<file path="src/rtl/roi_axis_framer_pkg.sv">
// Shared definitions for the ROI crop path: default geometry and the pixel beat
// layout that both the framer and the downstream ROI block carry.
package roi_pkg;

    localparam int DEF_PIXEL_SIZE = 8;
    localparam int DEF_WIDTH      = 1920;
    localparam int DEF_HEIGHT     = 1080;
    localparam int DEF_XW         = 11;

    typedef struct packed {
        logic [DEF_PIXEL_SIZE-1:0] tdata;
        logic                      tuser;
        logic                      tlast;
    } pix_beat_t;

endpackage

</file>
<file path="src/rtl/roi_axis_framer_if.sv">
// Pixel AXI Stream bundle; master drives payload and valid, slave drives ready.
interface roi_axis_framer_if #(
    parameter int PIXEL_SIZE = 8
) ();

    logic [PIXEL_SIZE-1:0] tdata;
    logic                  tvalid;
    logic                  tuser;
    logic                  tlast;
    logic                  tready;

    modport master (output tdata, output tvalid, output tuser, output tlast, input tready);
    modport slave  (input tdata, input tvalid, input tuser, input tlast, output tready);

endinterface

</file>
<file path="src/rtl/roi_axis_framer_skid2.sv">
// Generic 2-entry skid buffer: head register drives the output, a second entry
// absorbs one beat of backpressure so the upstream ready can be registered.
module axis_skid2 #(
    parameter int W = 10
) (
    input  logic         clk,
    input  logic         rst,
    input  logic [W-1:0] i_data,
    input  logic         i_valid,
    output logic         o_ready,
    output logic [W-1:0] o_data,
    output logic         o_valid,
    input  logic         i_ready
);

    logic [W-1:0] head_q, head_d;
    logic [W-1:0] skid_q, skid_d;
    logic         head_valid_q, head_valid_d;
    logic         skid_valid_q, skid_valid_d;
    logic         ready_q, ready_d;
    logic         in_xfer;
    logic         out_xfer;

    // Occupancy transitions; ready is kept as its own flop so it is 0 during reset.
    always_comb begin
        head_d       = head_q;
        skid_d       = skid_q;
        head_valid_d = head_valid_q;
        skid_valid_d = skid_valid_q;
        in_xfer      = i_valid & ready_q;
        out_xfer     = head_valid_q & i_ready;
        case ({head_valid_q, skid_valid_q})
            2'b00: begin
                if (in_xfer) begin
                    head_d       = i_data;
                    head_valid_d = 1'b1;
                end else begin
                    head_valid_d = 1'b0;
                end
            end
            2'b10: begin
                if (in_xfer && out_xfer) begin
                    head_d = i_data;
                end else if (in_xfer) begin
                    skid_d       = i_data;
                    skid_valid_d = 1'b1;
                end else if (out_xfer) begin
                    head_valid_d = 1'b0;
                end else begin
                    head_valid_d = 1'b1;
                end
            end
            2'b11: begin
                if (out_xfer) begin
                    head_d       = skid_q;
                    skid_valid_d = 1'b0;
                end else begin
                    skid_valid_d = 1'b1;
                end
            end
            default: begin
                head_valid_d = 1'b0;
                skid_valid_d = 1'b0;
            end
        endcase
        ready_d = ~skid_valid_d;
    end

    // Buffer state registers.
    always_ff @(posedge clk) begin
        if (rst) begin
            head_q       <= {W{1'b0}};
            skid_q       <= {W{1'b0}};
            head_valid_q <= 1'b0;
            skid_valid_q <= 1'b0;
            ready_q      <= 1'b0;
        end else begin
            head_q       <= head_d;
            skid_q       <= skid_d;
            head_valid_q <= head_valid_d;
            skid_valid_q <= skid_valid_d;
            ready_q      <= ready_d;
        end
    end

    assign o_ready = ready_q;
    assign o_data  = head_q;
    assign o_valid = head_valid_q;

endmodule

</file>
<file path="src/rtl/roi_axis_framer.sv">
// Re-frames a raw pixel stream from x/y counters: SOF on (0,0), EOL on x=WIDTH-1,
// with sticky flags for malformed source framing and a completed-frame counter.
module roi_axis_framer
    import roi_pkg::*;
#(
    parameter int PIXEL_SIZE = DEF_PIXEL_SIZE,
    parameter int WIDTH      = DEF_WIDTH,
    parameter int HEIGHT     = DEF_HEIGHT,
    parameter int XW         = DEF_XW
) (
    input  logic                    clk,
    input  logic                    rst,
    roi_axis_framer_if.slave        s_axis,
    roi_axis_framer_if.master       m_axis,
    input  logic                    i_err_clr,
    output logic                    o_err_early_eol,
    output logic                    o_err_late_eol,
    output logic                    o_err_sof,
    output logic [15:0]             o_frame_cnt
);

    localparam int             PW     = PIXEL_SIZE + 2;
    localparam logic [XW-1:0]  X_LAST = XW'(WIDTH - 1);
    localparam logic [XW-1:0]  Y_LAST = XW'(HEIGHT - 1);
    localparam logic [XW-1:0]  X_ONE  = {{(XW-1){1'b0}}, 1'b1};

    logic [XW-1:0] x_q, x_d;
    logic [XW-1:0] y_q, y_d;
    logic [15:0]   frame_cnt_q, frame_cnt_d;
    logic          err_early_eol_q, err_early_eol_d;
    logic          err_late_eol_q, err_late_eol_d;
    logic          err_sof_q, err_sof_d;

    logic          in_xfer;
    logic          at_origin;
    logic          at_eol;
    logic          out_tuser;
    logic          out_tlast;
    logic          set_sof;
    logic          set_early;
    logic          set_late;
    logic          wrap_line;
    logic [PW-1:0] head_beat;

    // Framing flags and counter update; a stray SOF restarts the frame at (0,0)
    // and takes precedence over any EOL disagreement on the same beat.
    always_comb begin
        in_xfer     = s_axis.tvalid & s_axis.tready;
        at_origin   = (x_q == {XW{1'b0}}) && (y_q == {XW{1'b0}});
        at_eol      = (x_q == X_LAST);
        out_tuser   = at_origin;
        out_tlast   = at_eol;
        x_d         = x_q;
        y_d         = y_q;
        frame_cnt_d = frame_cnt_q;
        set_sof     = 1'b0;
        set_early   = 1'b0;
        set_late    = 1'b0;
        wrap_line   = 1'b0;
        if (in_xfer) begin
            if (s_axis.tuser && !at_origin) begin
                set_sof   = 1'b1;
                out_tuser = 1'b1;
                out_tlast = 1'b0;
                x_d       = X_ONE;
                y_d       = {XW{1'b0}};
            end else if (s_axis.tlast && !at_eol) begin
                set_early = 1'b1;
                out_tlast = 1'b1;
                wrap_line = 1'b1;
            end else if (at_eol) begin
                set_late  = ~s_axis.tlast;
                wrap_line = 1'b1;
            end else begin
                x_d = x_q + X_ONE;
            end
        end else begin
            wrap_line = 1'b0;
        end
        if (wrap_line) begin
            x_d = {XW{1'b0}};
            if (y_q == Y_LAST) begin
                y_d         = {XW{1'b0}};
                frame_cnt_d = frame_cnt_q + 16'd1;
            end else begin
                y_d = y_q + X_ONE;
            end
        end else begin
            frame_cnt_d = frame_cnt_q;
        end
        err_sof_d       = set_sof   | (err_sof_q       & ~i_err_clr);
        err_early_eol_d = set_early | (err_early_eol_q & ~i_err_clr);
        err_late_eol_d  = set_late  | (err_late_eol_q  & ~i_err_clr);
    end

    // Counter and error flag registers.
    always_ff @(posedge clk) begin
        if (rst) begin
            x_q             <= {XW{1'b0}};
            y_q             <= {XW{1'b0}};
            frame_cnt_q     <= 16'd0;
            err_sof_q       <= 1'b0;
            err_early_eol_q <= 1'b0;
            err_late_eol_q  <= 1'b0;
        end else begin
            x_q             <= x_d;
            y_q             <= y_d;
            frame_cnt_q     <= frame_cnt_d;
            err_sof_q       <= err_sof_d;
            err_early_eol_q <= err_early_eol_d;
            err_late_eol_q  <= err_late_eol_d;
        end
    end

    axis_skid2 #(
        .W (PW)
    ) u_skid (
        .clk     (clk),
        .rst     (rst),
        .i_data  ({s_axis.tdata, out_tuser, out_tlast}),
        .i_valid (s_axis.tvalid),
        .o_ready (s_axis.tready),
        .o_data  (head_beat),
        .o_valid (m_axis.tvalid),
        .i_ready (m_axis.tready)
    );

    assign m_axis.tdata    = head_beat[PW-1:2];
    assign m_axis.tuser    = head_beat[1];
    assign m_axis.tlast    = head_beat[0];
    assign o_err_early_eol = err_early_eol_q;
    assign o_err_late_eol  = err_late_eol_q;
    assign o_err_sof       = err_sof_q;
    assign o_frame_cnt     = frame_cnt_q;

endmodule

</file>
<file path="src/flat_wrapper.sv">
// flat-port wrapper written by rule: the top's interface ports become plain ports
module roi_axis_framer_flat import roi_pkg::*;
#(
    parameter int PIXEL_SIZE = DEF_PIXEL_SIZE,
    parameter int WIDTH      = DEF_WIDTH,
    parameter int HEIGHT     = DEF_HEIGHT,
    parameter int XW         = DEF_XW
)
  (clk, rst, i_err_clr, o_err_early_eol, o_err_late_eol, o_err_sof, o_frame_cnt, s_axis_tdata, s_axis_tvalid, s_axis_tuser, s_axis_tlast, s_axis_tready, m_axis_tdata, m_axis_tvalid, m_axis_tuser, m_axis_tlast, m_axis_tready);
  roi_axis_framer_if #(.PIXEL_SIZE(PIXEL_SIZE)) s_axis_i ();
  roi_axis_framer_if #(.PIXEL_SIZE(PIXEL_SIZE)) m_axis_i ();
  input  logic clk;
  input  logic rst;
  input  logic i_err_clr;
  output logic o_err_early_eol;
  output logic o_err_late_eol;
  output logic o_err_sof;
  output logic [15:0] o_frame_cnt;
  input wire logic [$bits(s_axis_i.tdata)-1:0] s_axis_tdata;
  input wire logic [$bits(s_axis_i.tvalid)-1:0] s_axis_tvalid;
  input wire logic [$bits(s_axis_i.tuser)-1:0] s_axis_tuser;
  input wire logic [$bits(s_axis_i.tlast)-1:0] s_axis_tlast;
  output wire logic [$bits(s_axis_i.tready)-1:0] s_axis_tready;
  output wire logic [$bits(m_axis_i.tdata)-1:0] m_axis_tdata;
  output wire logic [$bits(m_axis_i.tvalid)-1:0] m_axis_tvalid;
  output wire logic [$bits(m_axis_i.tuser)-1:0] m_axis_tuser;
  output wire logic [$bits(m_axis_i.tlast)-1:0] m_axis_tlast;
  input wire logic [$bits(m_axis_i.tready)-1:0] m_axis_tready;
  assign s_axis_i.tdata = s_axis_tdata;
  assign s_axis_i.tvalid = s_axis_tvalid;
  assign s_axis_i.tuser = s_axis_tuser;
  assign s_axis_i.tlast = s_axis_tlast;
  assign s_axis_tready = s_axis_i.tready;
  assign m_axis_tdata = m_axis_i.tdata;
  assign m_axis_tvalid = m_axis_i.tvalid;
  assign m_axis_tuser = m_axis_i.tuser;
  assign m_axis_tlast = m_axis_i.tlast;
  assign m_axis_i.tready = m_axis_tready;
  roi_axis_framer #(.PIXEL_SIZE(PIXEL_SIZE), .WIDTH(WIDTH), .HEIGHT(HEIGHT), .XW(XW)) u_core (.clk(clk), .rst(rst), .s_axis(s_axis_i), .m_axis(m_axis_i), .i_err_clr(i_err_clr), .o_err_early_eol(o_err_early_eol), .o_err_late_eol(o_err_late_eol), .o_err_sof(o_err_sof), .o_frame_cnt(o_frame_cnt));
endmodule
</file>
<file path="config.mk">
export PLATFORM = sky130hd
export DESIGN_NAME = roi_axis_framer_flat
export DESIGN_NICKNAME = d
export VERILOG_FILES = /design/src/rtl/roi_axis_framer_pkg.sv /design/src/rtl/roi_axis_framer_if.sv /design/src/rtl/roi_axis_framer_skid2.sv /design/src/rtl/roi_axis_framer.sv /design/src/flat_wrapper.sv
export SDC_FILE = /design/constraint.sdc
export NUM_CORES = 1
export LEC_CHECK = 0
export CAP_MARGIN = 20
export CORE_MARGIN = 2
export CORE_UTILIZATION = 40
export CTS_CLUSTER_SIZE = 30
export DETAILED_ROUTE_END_ITERATION = 10
export GPL_TIMING_DRIVEN = 1
export SLEW_MARGIN = 5
export SYNTH_ARGS = -nofsm -noshare
export SYNTH_HDL_FRONTEND = slang
export SYNTH_SLANG_ARGS = --single-unit
export TNS_END_PERCENT = 10
</file>
<file path="constraint.sdc">
create_clock -name clk -period 2.85 [get_ports clk]
set_clock_uncertainty 0.05 [all_clocks]
set_input_delay 0.7125 -clock clk [delete_from_list [all_inputs] [get_ports clk]]
set_output_delay 0.7125 -clock clk [all_outputs]
set_load 0.02 [all_outputs]
</file>
==> out/metrics.yaml, run 1 <==
gp_congestion: 0.824
dp.cells: 522
drc: 0
maxCapViolations: 0
num_vias: 2924
clock.fmax_mhz: 376
ioPinCount: 46
synthDistinctLibCells: 53
p_comb_share_pct: 9.9
grt_pass1_vias: 2775
dr.pass1.iters: 4
grt-ovfl-total: 0
numCtsBuffers: 9
fin_ws_ps: 193
finalCritPeriodShare_pct: 93.2
crit_buf_inv: 1
die-area_um2: 8640
io_buffers: 45
grt.total_usage_pct: 18.6
synth.ff_latch_count: 64
drt_iter0_drc: 95
rsz0062_at_grt: "no"
slew_viol_final: 0
clock_latency_ps: 340
crit_arrival_ps: 2840
power_density_nw_per_um2: 480
yosys_most_used_dff: "dfxtp_1"
p_leak_nw: 1.35
finalHoldViolCount: 0
ff_latch_area_um2: 1280
die_w_um: 92.9
critPathKind: "reg2reg"
cts_tree: "built"
cpPeakStageDelay_ps: 550
finalPower_mw: 1.92
worstHoldPathType: "reg2reg"
setup_viol: 0
detailedPlace.worstSlack_ps: 1.78
swShare_pct: 26.0
crit_family: "simple AND/OR/NAND/NOR gates"
grt_pass1_wl_um: 13000
fillers: 742
synth-edff-count: 0
cp-start-kind: "flip-flop"
final_cells: 538
clkSinkCount: 64
antenna_found_initial: 0
clkSlewWorstSetupHoldPaths_ps: 80
syn_area_per_cell_um2: 8.35
htreeDepth: 3
relSlewSlack_pct: 46.7
required_ps: 3030
tns_ps: 0
ant_nets: 0
power.share.sequential_pct: 48.0
holdBufCountCts: 0
area_delta_synth_final_pct: 26.5
power.clock.fraction_pct: 42.1
period_needed_ps: 2660
syn_area_um2: 3160
place_hpwl_um: 5260
p_int_mw: 1.42
ir_drop_v: 0.000291
crit_slowest_cell: "or4_4"
start_util_pct: 41.1
die_y_um: 92.9
drive_above_1_share_pct: 12.2
cts_buffer_depth: 2
ys_warn_count: 0
synthesis.nets: 399
cp-end-kind: "flip-flop"
yosysSeqAreaShare_pct: 40.5
outcome: "finished clean"
grt_max_degree: 31
coreArea_um2: 7690
num_antenna_cells: 0
multi_input_area_um2: 1720
std_cell_rows: 32
synthArstFlopShare_pct: 0
cts_root_buf: "clkbuf_8"
drt-vias-per-instance: 5.43
syn_inst: 379
drt-total-wl_um: 7590
final_net_count: 451
worst-path-max-fanout: 7
wl_per_cell_um: 14.1
path_cells: "or4_4 > nor4_4 > buf_4 > or3b_1 > nor4_1 > mux2_2"
worstMarginPinSlew_ps: 799
p_sw_mw: 0.499
## cells by family (layout without fill, tap and decap cells)
family	Yosys count	after routing	synth area share [%]
AND/OR/NAND/NOR	168	168	28.2
AO/OA/AOI/OAI	78	78	17.5
flip-flops	64	64	40.5
buffers and inverters	43	100	5.26
multiplexers	14	14	4.63
XOR/XNOR	7	7	1.94
adder cells (fa/ha/maj)	5	5	1.98
## layer usage
metal / part of all wire, % / wire length (um) / track usage (%) / vias to the layer above
met4: 1.4 / 105 / 6.62 / 0
met5: 0 / 0 / 0 / -
met3: 3.4 / 257 / 2.93 / 8
met2: 46 / 3530 / 30.6 / 49
met1: 49 / 3700 / 24.8 / 1380
li1: - / - / - / 1487
## power groups by stage
stage / registers [mW] / logic (mW) / clock network [mW]
2_1_floorplan: 0.956 / 0.0896 / 0
3_3_place_gp: 0.942 / 0.189 / 0
3_5_place_dp: 0.942 / 0.190 / 0
4_1_cts: 0.921 / 0.190 / 0.832
5_1_grt: 0.924 / 0.209 / 0.867
6_report: 0.921 / 0.190 / 0.808
## metrics by stage
step / utilization, % / cell area (um2) / hold WS [ps]
CTS: 52.0 / 4000 / 426
detailed placement: 49.3 / 3790 / 411
floorplan: - / 3160 / 401
global placement: 49.3 / 3790 / 411
finish: 52.1 / 4000 / 421
global route: 52.1 / 4000 / 456
## cell type report
type / count / share of cell area [%]
timing repair buffer: 64 / 14.7
clock inverter: 6 / 1.69
inverter: 20 / 1.88
tap: 102 / 3.19
sequential: 64 / 32.0
clock buffer: 10 / 3.44
multi-input combinational: 272 / 43.1
## sequential cells by signal, summed over array words and instances, names as in the netlist
name and flops:
u_core.o_frame_cnt 16, u_core.o_err_late_eol 1, u_core.o_err_early_eol 1, u_core.u_skid.o_data 10
u_core.o_err_sof 1, u_core.u_skid.skid_valid_q 1, u_core.u_skid.o_valid 1, u_core.y_q 11
u_core.u_skid.skid_q 10, u_core.u_skid.o_ready 1, u_core.x_q 11
## cells in the mapped netlist, drive strengths merged (2+ instances only)
library cell / instances / share of area (%)
o41ai: 8 / 2.2
a311oi: 10 / 2.8
mux2i: 9 / 2.8
xnor2: 2 / 0.55
xor2: 5 / 1.4
inv: 20 / 2.4
nand2: 32 / 3.8
o2111ai: 2 / 0.55
nand4: 9 / 1.8
nor3: 8 / 1.3
a21oi: 16 / 2.5
o221ai: 6 / 1.7
and2: 3 / 0.59
nor2: 41 / 4.9
nor3b: 2 / 0.63
a31oi: 3 / 0.59
o21ai: 12 / 1.9
nand3: 29 / 4.6
dfxtp: 64 / 41
or2: 6 / 1.2
or3: 5 / 0.99
o311ai: 8 / 2.2
nor2b: 5 / 0.99
o22ai: 2 / 0.40
or4: 3 / 0.83
nor4: 7 / 2.1
o211ai: 6 / 1.4
and3: 4 / 0.79
nand2b: 7 / 1.4
or3b: 2 / 0.55
mux2: 5 / 1.8
buf: 4 / 0.63
ha: 5 / 2.0
clkbuf: 19 / 2.3
## worst reg2reg max path: cells and delay by family (launching register included)
family / cells / cell delay, ps
DFF: 1 / 360
and+or+nand+nor: 4 / 1580
muxes: 1 / 370
buffers and inverters: 1 / 180
## cell usage in the layout (no fill, tap or decap), types with 6 or more instances in the layout
master            n
a311oi_1         10
o211ai_1          6
o21ai_0          11
o221ai_1          6
mux2i_1           9
nand2_1          32
nand3_1          29
nand2b_1          7
o41ai_1           8
o311ai_0          8
inv_1            20
clkbuf_8         10
clkdlybuf4s50_1  44
buf_4            19
or2_2             6
nand4_1           9
a21oi_1          16
nor2_1           41
nor3_1            7
dfxtp_1          64
## worst paths after layout
path                           from  cells past startpoint                     end  slack [ps]
max reg2reg           u_core.y_q[7]                      6  u_core.o_frame_cnt[10]         190
min reg2reg  u_core.o_err_early_eol                      2  u_core.o_err_early_eol         420
min          u_core.o_err_early_eol                      2  u_core.o_err_early_eol         420
max                   u_core.y_q[7]                      6  u_core.o_frame_cnt[10]         190
## repair_timing
action                     CTS  global route
setup endpoints to repair    0             1
resized for setup            0             1
buffers inserted             0             0
Note: power is estimated with default switching activity, not from simulation.
==> run 2: changes to the inputs <==
--- a/config.mk
+++ b/config.mk
@@ -6,6 +6,7 @@
 export NUM_CORES = 1
 export LEC_CHECK = 0
 export CAP_MARGIN = 20
+export CORE_ASPECT_RATIO = 2
 export CORE_MARGIN = 2
 export CORE_UTILIZATION = 40
 export CTS_CLUSTER_SIZE = 30
==> run 2 against run 1 <==
Against the previous run:
- core utilization grew 1.3 points
- sequential share of layout area shrank 0.64 points
- hold slack gained 9.0 ps
- combinational power is essentially flat
- clock-buffer cell count grew 2
- die area grew 0.50%
- largest power group is now clock
- setup slack gained 12 ps
- via count grew 4.4%
- global-route usage grew 2.1 points
- critical endpoint is now u_core.o_frame_cnt[14]
- wire length grew 8.7%
- non-clock buffer count grew 4
- critical path type unchanged
- total power grew 9.2%
- highest routed layer unchanged
==> out/metrics.yaml, run 2 (synthesized netlist as in run 1, its figures left out) <==
finalHoldViolCount: 0  # unchanged
grt_max_degree: 54  # was 31
std_cell_rows: 45  # was 32
outcome: "finished clean"  # unchanged
post-route-cell-area_um2: 4080  # was 4000 um2
crit_arrival_ps: 2780  # was 2840 ps
cts_root_buf: "clkbuf_16"  # was clkbuf_8
power_density_nw_per_um2: 513  # was 480 nW/um2
rsz0062_at_grt: "no"  # unchanged
ir_drop_v: 0.000369  # was 0.000291 V
period_needed_ps: 2640  # was 2660 ps
critPathKind: "reg2reg"  # unchanged
grt_pass1_wl_um: 13700  # was 13000 um
setup_viol: 0  # unchanged
antenna_found_initial: 0  # unchanged
maxCapViolations: 0  # unchanged
relSlewSlack_pct: 55.9  # was 46.7%
num_antenna_cells: 0  # unchanged
die-area_um2: 8680  # was 8640 um2
final_util_pct: 53.3  # was 52.1%
io_buffers: 45  # unchanged
clock_latency_ps: 330  # was 340 ps
cp-end-kind: "flip-flop"  # unchanged
drt_iter0_drc: 180  # was 95
slew_viol_final: 0  # unchanged
drt-vias-per-instance: 5.72  # was 5.43
ioPinCount: 46  # unchanged
worstHoldPathType: "reg2reg"  # unchanged
dr.pass1.iters: 4  # unchanged
clkSlewWorstSetupHoldPaths_ps: 50  # was 80 ps
gp_congestion: 0.815  # was 0.824
grt-ovfl-total: 0  # unchanged
largest_reg_flops: 16  # unchanged
coreArea_um2: 7660  # was 7690 um2
drc: 0  # unchanged
mostFrequentLayoutCells: "64 x dfxtp_1, 44 x clkdlybuf4s50_1, 41 x nor2_1"  # unchanged
layout_commonest_cell: "dfxtp_1"  # unchanged
fillers: 776  # was 742
grt_pass1_vias: 2871  # was 2775
drive_above_1_share_pct: 12.5  # was 12.2%
place_hpwl_um: 6010  # was 5260 um
cts_buffer_depth: 2  # unchanged
fin_ws_ps: 205  # was 193 ps
worst-path-max-fanout: 10  # was 7
worstMarginPinSlew_ps: 661  # was 799 ps
htreeDepth: 3  # unchanged
die_w_um: 66.9  # was 92.9 um
cts_tree: "built"  # unchanged
cp-start-kind: "flip-flop"  # unchanged
detailedPlace.worstSlack_ps: 65.7  # was 1.78 ps
wl_per_cell_um: 15.4  # was 14.1 um
die_y_um: 130  # was 92.9 um
finalCritPeriodShare_pct: 92.8  # was 93.2%
num_vias: 3053  # was 2924
start_util_pct: 41.3  # was 41.1%
dpl_cell_area_um2: 3810  # was 3790 um2
clock.fmax_mhz: 378  # was 376 MHz
p_leak_nw: 1.41  # was 1.35 nW
ant_nets: 0  # unchanged
clkSinkCount: 64  # unchanged
area_delta_synth_final_pct: 29.1  # was 26.5%
tns_ps: 0  # unchanged
required_ps: 2980  # was 3030 ps
drt-total-wl_um: 8250  # was 7590 um
grt.total_usage_pct: 20.7  # was 18.6%
numCtsBuffers: 9  # unchanged
final_net_count: 455  # was 451
-- run 2: changes by cell type in the layout (fill, tap and decap cells not counted), sizes merged --
cell / delta
buf: +4
bufinv: -1
clkbuf: +2
clkinv: +2
clkinvlp: -2
inv: -1
-- run 2: per-stage QoR --
step,instances,hold slack [ps],power (mW)
after floorplan,379,401,1.05
after global placement,518,410,1.13
after detailed placement,518,412,1.13
after CTS,534,432,2.12
after global routing,534,449,2.18
final,534,430,2.09
-- run 2: per-layer routing --
layer / global-route usage, % / vias to the layer above / part of all wire (%)
met5: 0 / - / 0
met4: 11.8 / 0 / 4.3
met3: 5.26 / 22 / 4.7
met2: 35.8 / 85 / 54
met1: 22.5 / 1443 / 37
li1: - / 1503 / -
-- run 2: critical path, cell delays in order, from the launching register on --
cell      delay (ps)
dfxtp_1          340
or4_4            570
nor4_4           350
buf_4            190
or3b_1           370
buf_4            190
o311ai_0         320
o41ai_1          130
-- run 2: repair_timing --
item / 4_1_cts / 5_1_grt
resized for setup: 0 / 1
hold buffers: 0 / 0
setup buffers: 0 / 0
endpoints found under the setup margin: 0 / 1
-- run 2: power breakdown --
group	total [mW]	switching (mW)	internal [mW]
clock	0.980	0.374	0.605
sequential	0.923	0.0101	0.913
combinational	0.192	0.113	0.0793
-- run 2: cell type report --
| type | count | area [um2] | area share (%) |
|---|---|---|---|
| flip-flops and latches | 64 | 1280 | 31.4 |
| inverters | 20 | 75.1 | 1.84 |
| repair buffers | 68 | 618 | 15.1 |
| clock inverters | 4 | 20.0 | 0.490 |
| multi-input cells | 272 | 1720 | 42.2 |
| well taps | 94 | 118 | 2.88 |
| clock buffers | 12 | 246 | 6.04 |
-- run 2: final timing paths --
| check | start | to | slack [ps] | cells after the start |
|---|---|---|---|---|
| worst max-delay path | u_core.y_q[6] | u_core.o_frame_cnt[14] | 210 | 7 |
| worst max register to register | u_core.y_q[6] | u_core.o_frame_cnt[14] | 210 | 7 |
| worst min-delay path | u_core.o_err_late_eol | u_core.o_err_late_eol | 430 | 2 |
| worst min register to register | u_core.o_err_late_eol | u_core.o_err_late_eol | 430 | 2 |
==> run 3: changes to the inputs <==
--- a/config.mk
+++ b/config.mk
@@ -9,7 +9,8 @@
 export CORE_ASPECT_RATIO = 2
 export CORE_MARGIN = 2
 export CORE_UTILIZATION = 40
-export CTS_CLUSTER_SIZE = 30
+export CTS_BUF_LIST = sky130_fd_sc_hd__clkbuf_8
+export CTS_CLUSTER_SIZE = 28
 export DETAILED_ROUTE_END_ITERATION = 10
 export GPL_TIMING_DRIVEN = 1
 export SLEW_MARGIN = 5
==> run 3 against run 2 <==
Against the previous run:
- cell count unchanged
- first-iteration DRC count increased by 14%
- core utilization decreased by 1.3 points
- sequential power about the same
- register-to-register slack about the same
- setup slack about the same
- critical path type unchanged
==> out/metrics.yaml, run 3 (synthesized netlist as in run 1, its figures left out) <==
outcome: "finished clean"  # unchanged
cp-start-kind: "flip-flop"  # unchanged
wl_per_cell_um: 15.4  # about the same
grt_pass1_wl_um: 13700  # about the same
required_ps: 3000  # was 2980 ps
crit_arrival_ps: 2800  # was 2780 ps
drc: 0  # unchanged
p_comb_share_pct: 10.8  # was 9.2%
slew_viol_final: 0  # unchanged
clock_latency_ps: 340  # was 330 ps
worstMarginPinSlew_ps: 669  # was 661 ps
p_leak_nw: 1.38  # was 1.41 nW
setup_viol: 0  # unchanged
final_util_pct: 52.0  # was 53.3%
drt-vias-per-instance: 5.66  # was 5.72
worst-path-max-fanout: 10  # unchanged
timing.critical_path.mode_cell: "buf_4"  # unchanged
num_vias: 3025  # was 3053
gp_congestion: 0.815  # unchanged
cts_root_buf: "clkbuf_8"  # was clkbuf_16
holdBufCountCts: 0  # unchanged
p_int_mw: 1.32  # was 1.60 mW
cts_tree: "built"  # unchanged
finalCritPeriodShare_pct: 92.8  # about the same
die_w_um: 66.9  # unchanged
tns_ps: 0  # unchanged
p_sw_mw: 0.459  # was 0.497 mW
area_delta_synth_final_pct: 25.9  # was 29.1%
cts_resized: 0  # unchanged
finalHoldViolCount: 0  # unchanged
dpl_cell_area_um2: 3810  # unchanged
crit_buf_inv: 2  # unchanged
drt-total-wl_um: 8200  # was 8250 um
coreArea_um2: 7660  # unchanged
cts_buffer_depth: 2  # unchanged
htreeDepth: 3  # unchanged
antenna_found_initial: 0  # unchanged
swShare_pct: 25.8  # was 23.7%
power.clock.fraction_pct: 37.3  # was 46.8%
grt.total_usage_pct: 20.8  # was 20.7%
die-area_um2: 8680  # unchanged
drt_iter0_drc: 206  # was 180
std_cell_rows: 45  # unchanged
finalPower_mw: 1.78  # was 2.09 mW
power.share.sequential_pct: 51.9  # was 44.1%
crit_slowest_cell: "or4_4"  # unchanged
crit_family: "simple AND/OR/NAND/NOR gates"  # unchanged
cp-end-kind: "flip-flop"  # unchanged
io_buffers: 45  # unchanged
ant_nets: 0  # unchanged
clkSinkCount: 64  # unchanged
dr.pass1.iters: 6  # was 4
ir_drop_v: 0.000285  # was 0.000369 V
num_antenna_cells: 0  # unchanged
ioPinCount: 46  # unchanged
cpPeakStageDelay_ps: 570  # about the same
critPathKind: "reg2reg"  # unchanged
clkSlewWorstSetupHoldPaths_ps: 70  # was 50 ps
period_needed_ps: 2650  # was 2640 ps
grt-ovfl-total: 0  # unchanged
clock.fmax_mhz: 378  # about the same
die_y_um: 130  # unchanged
grt_max_degree: 54  # unchanged
path_cells: "or4_4 > nor4_4 > buf_4 > or3b_1 > buf_4 > o311ai_0 > o41ai_1"  # unchanged
fin_hold_ws_ps: 425  # was 430 ps
place_hpwl_um: 6010  # unchanged
worstHoldPathType: "reg2reg"  # unchanged
mostFrequentLayoutCells: "64 x dfxtp_1, 44 x clkdlybuf4s50_1, 41 x nor2_1"  # unchanged
largest_reg_flops: 16  # unchanged
post-route-cell-area_um2: 3980  # was 4080 um2
relSlewSlack_pct: 55.4  # was 55.9%
layout_commonest_cell: "dfxtp_1"  # unchanged
rsz0062_at_grt: "no"  # unchanged
numCtsBuffers: 9  # unchanged
cts_setup_buffers: 0  # unchanged
drive_above_1_share_pct: 12.5  # unchanged
power_density_nw_per_um2: 446  # was 513 nW/um2
start_util_pct: 41.3  # unchanged
final_net_count: 455  # unchanged
maxCapViolations: 0  # unchanged
grt_pass1_vias: 2850  # was 2871
run 3: cell types whose count changed in the layout (fill, tap and decap cells not counted):
cell / delta
inv_1: +2
clkbuf_8: +9
clkbuf_1: -2
clkbuf_16: -9
run 3: area by class of cell:
type / instances / area (um2)
clock inverters: 6 / 27.5
clock buffers: 10 / 138
well taps: 94 / 118
fillers: 793 / 3680
inverters: 20 / 75.1
flip-flops and latches: 64 / 1280
multi-input cells: 272 / 1720
repair buffers: 68 / 618
run 3: final timing paths:
| kind | from | end | slack, ps | cells after the start |
|---|---|---|---|---|
| worst min-delay path | u_core.o_err_late_eol | u_core.o_err_late_eol | 420 | 2 |
| worst max-delay path | u_core.y_q[6] | u_core.o_frame_cnt[14] | 200 | 7 |
| worst min register to register | u_core.o_err_late_eol | u_core.o_err_late_eol | 420 | 2 |
| worst max register to register | u_core.y_q[6] | u_core.o_frame_cnt[14] | 200 | 7 |
run 3: worst reg2reg max path: stages, from the launching register on:
cell	delay, ps
dfxtp_1	350
or4_4	570
nor4_4	340
buf_4	190
or3b_1	370
buf_4	180
o311ai_0	320
o41ai_1	130
run 3: stage by stage:
step / setup slack [ps] / cells
after floorplan: 314 / 379
after CTS: 109 / 534
after global routing: 48.6 / 534
after global placement: 96.0 / 518
final: 205 / 534
after detailed placement: 65.7 / 518
run 3: power groups by stage:
stage / logic (mW) / clock network (mW) / registers, mW
2_1_floorplan: 0.0896 / 0 / 0.956
3_3_place_gp: 0.190 / 0 / 0.941
3_5_place_dp: 0.191 / 0 / 0.941
4_1_cts: 0.193 / 0.684 / 0.921
5_1_grt: 0.212 / 0.729 / 0.923
6_report: 0.192 / 0.663 / 0.921
run 3: metal layers:
metal / share of wire (%) / global-route usage [%] / up-vias
met5: 0 / 0 / -
met1: 38 / 22.4 / 1447
met3: 4.0 / 5.26 / 18
met4: 3.5 / 11.6 / 0
li1: - / - / 1503
met2: 55 / 36.1 / 57
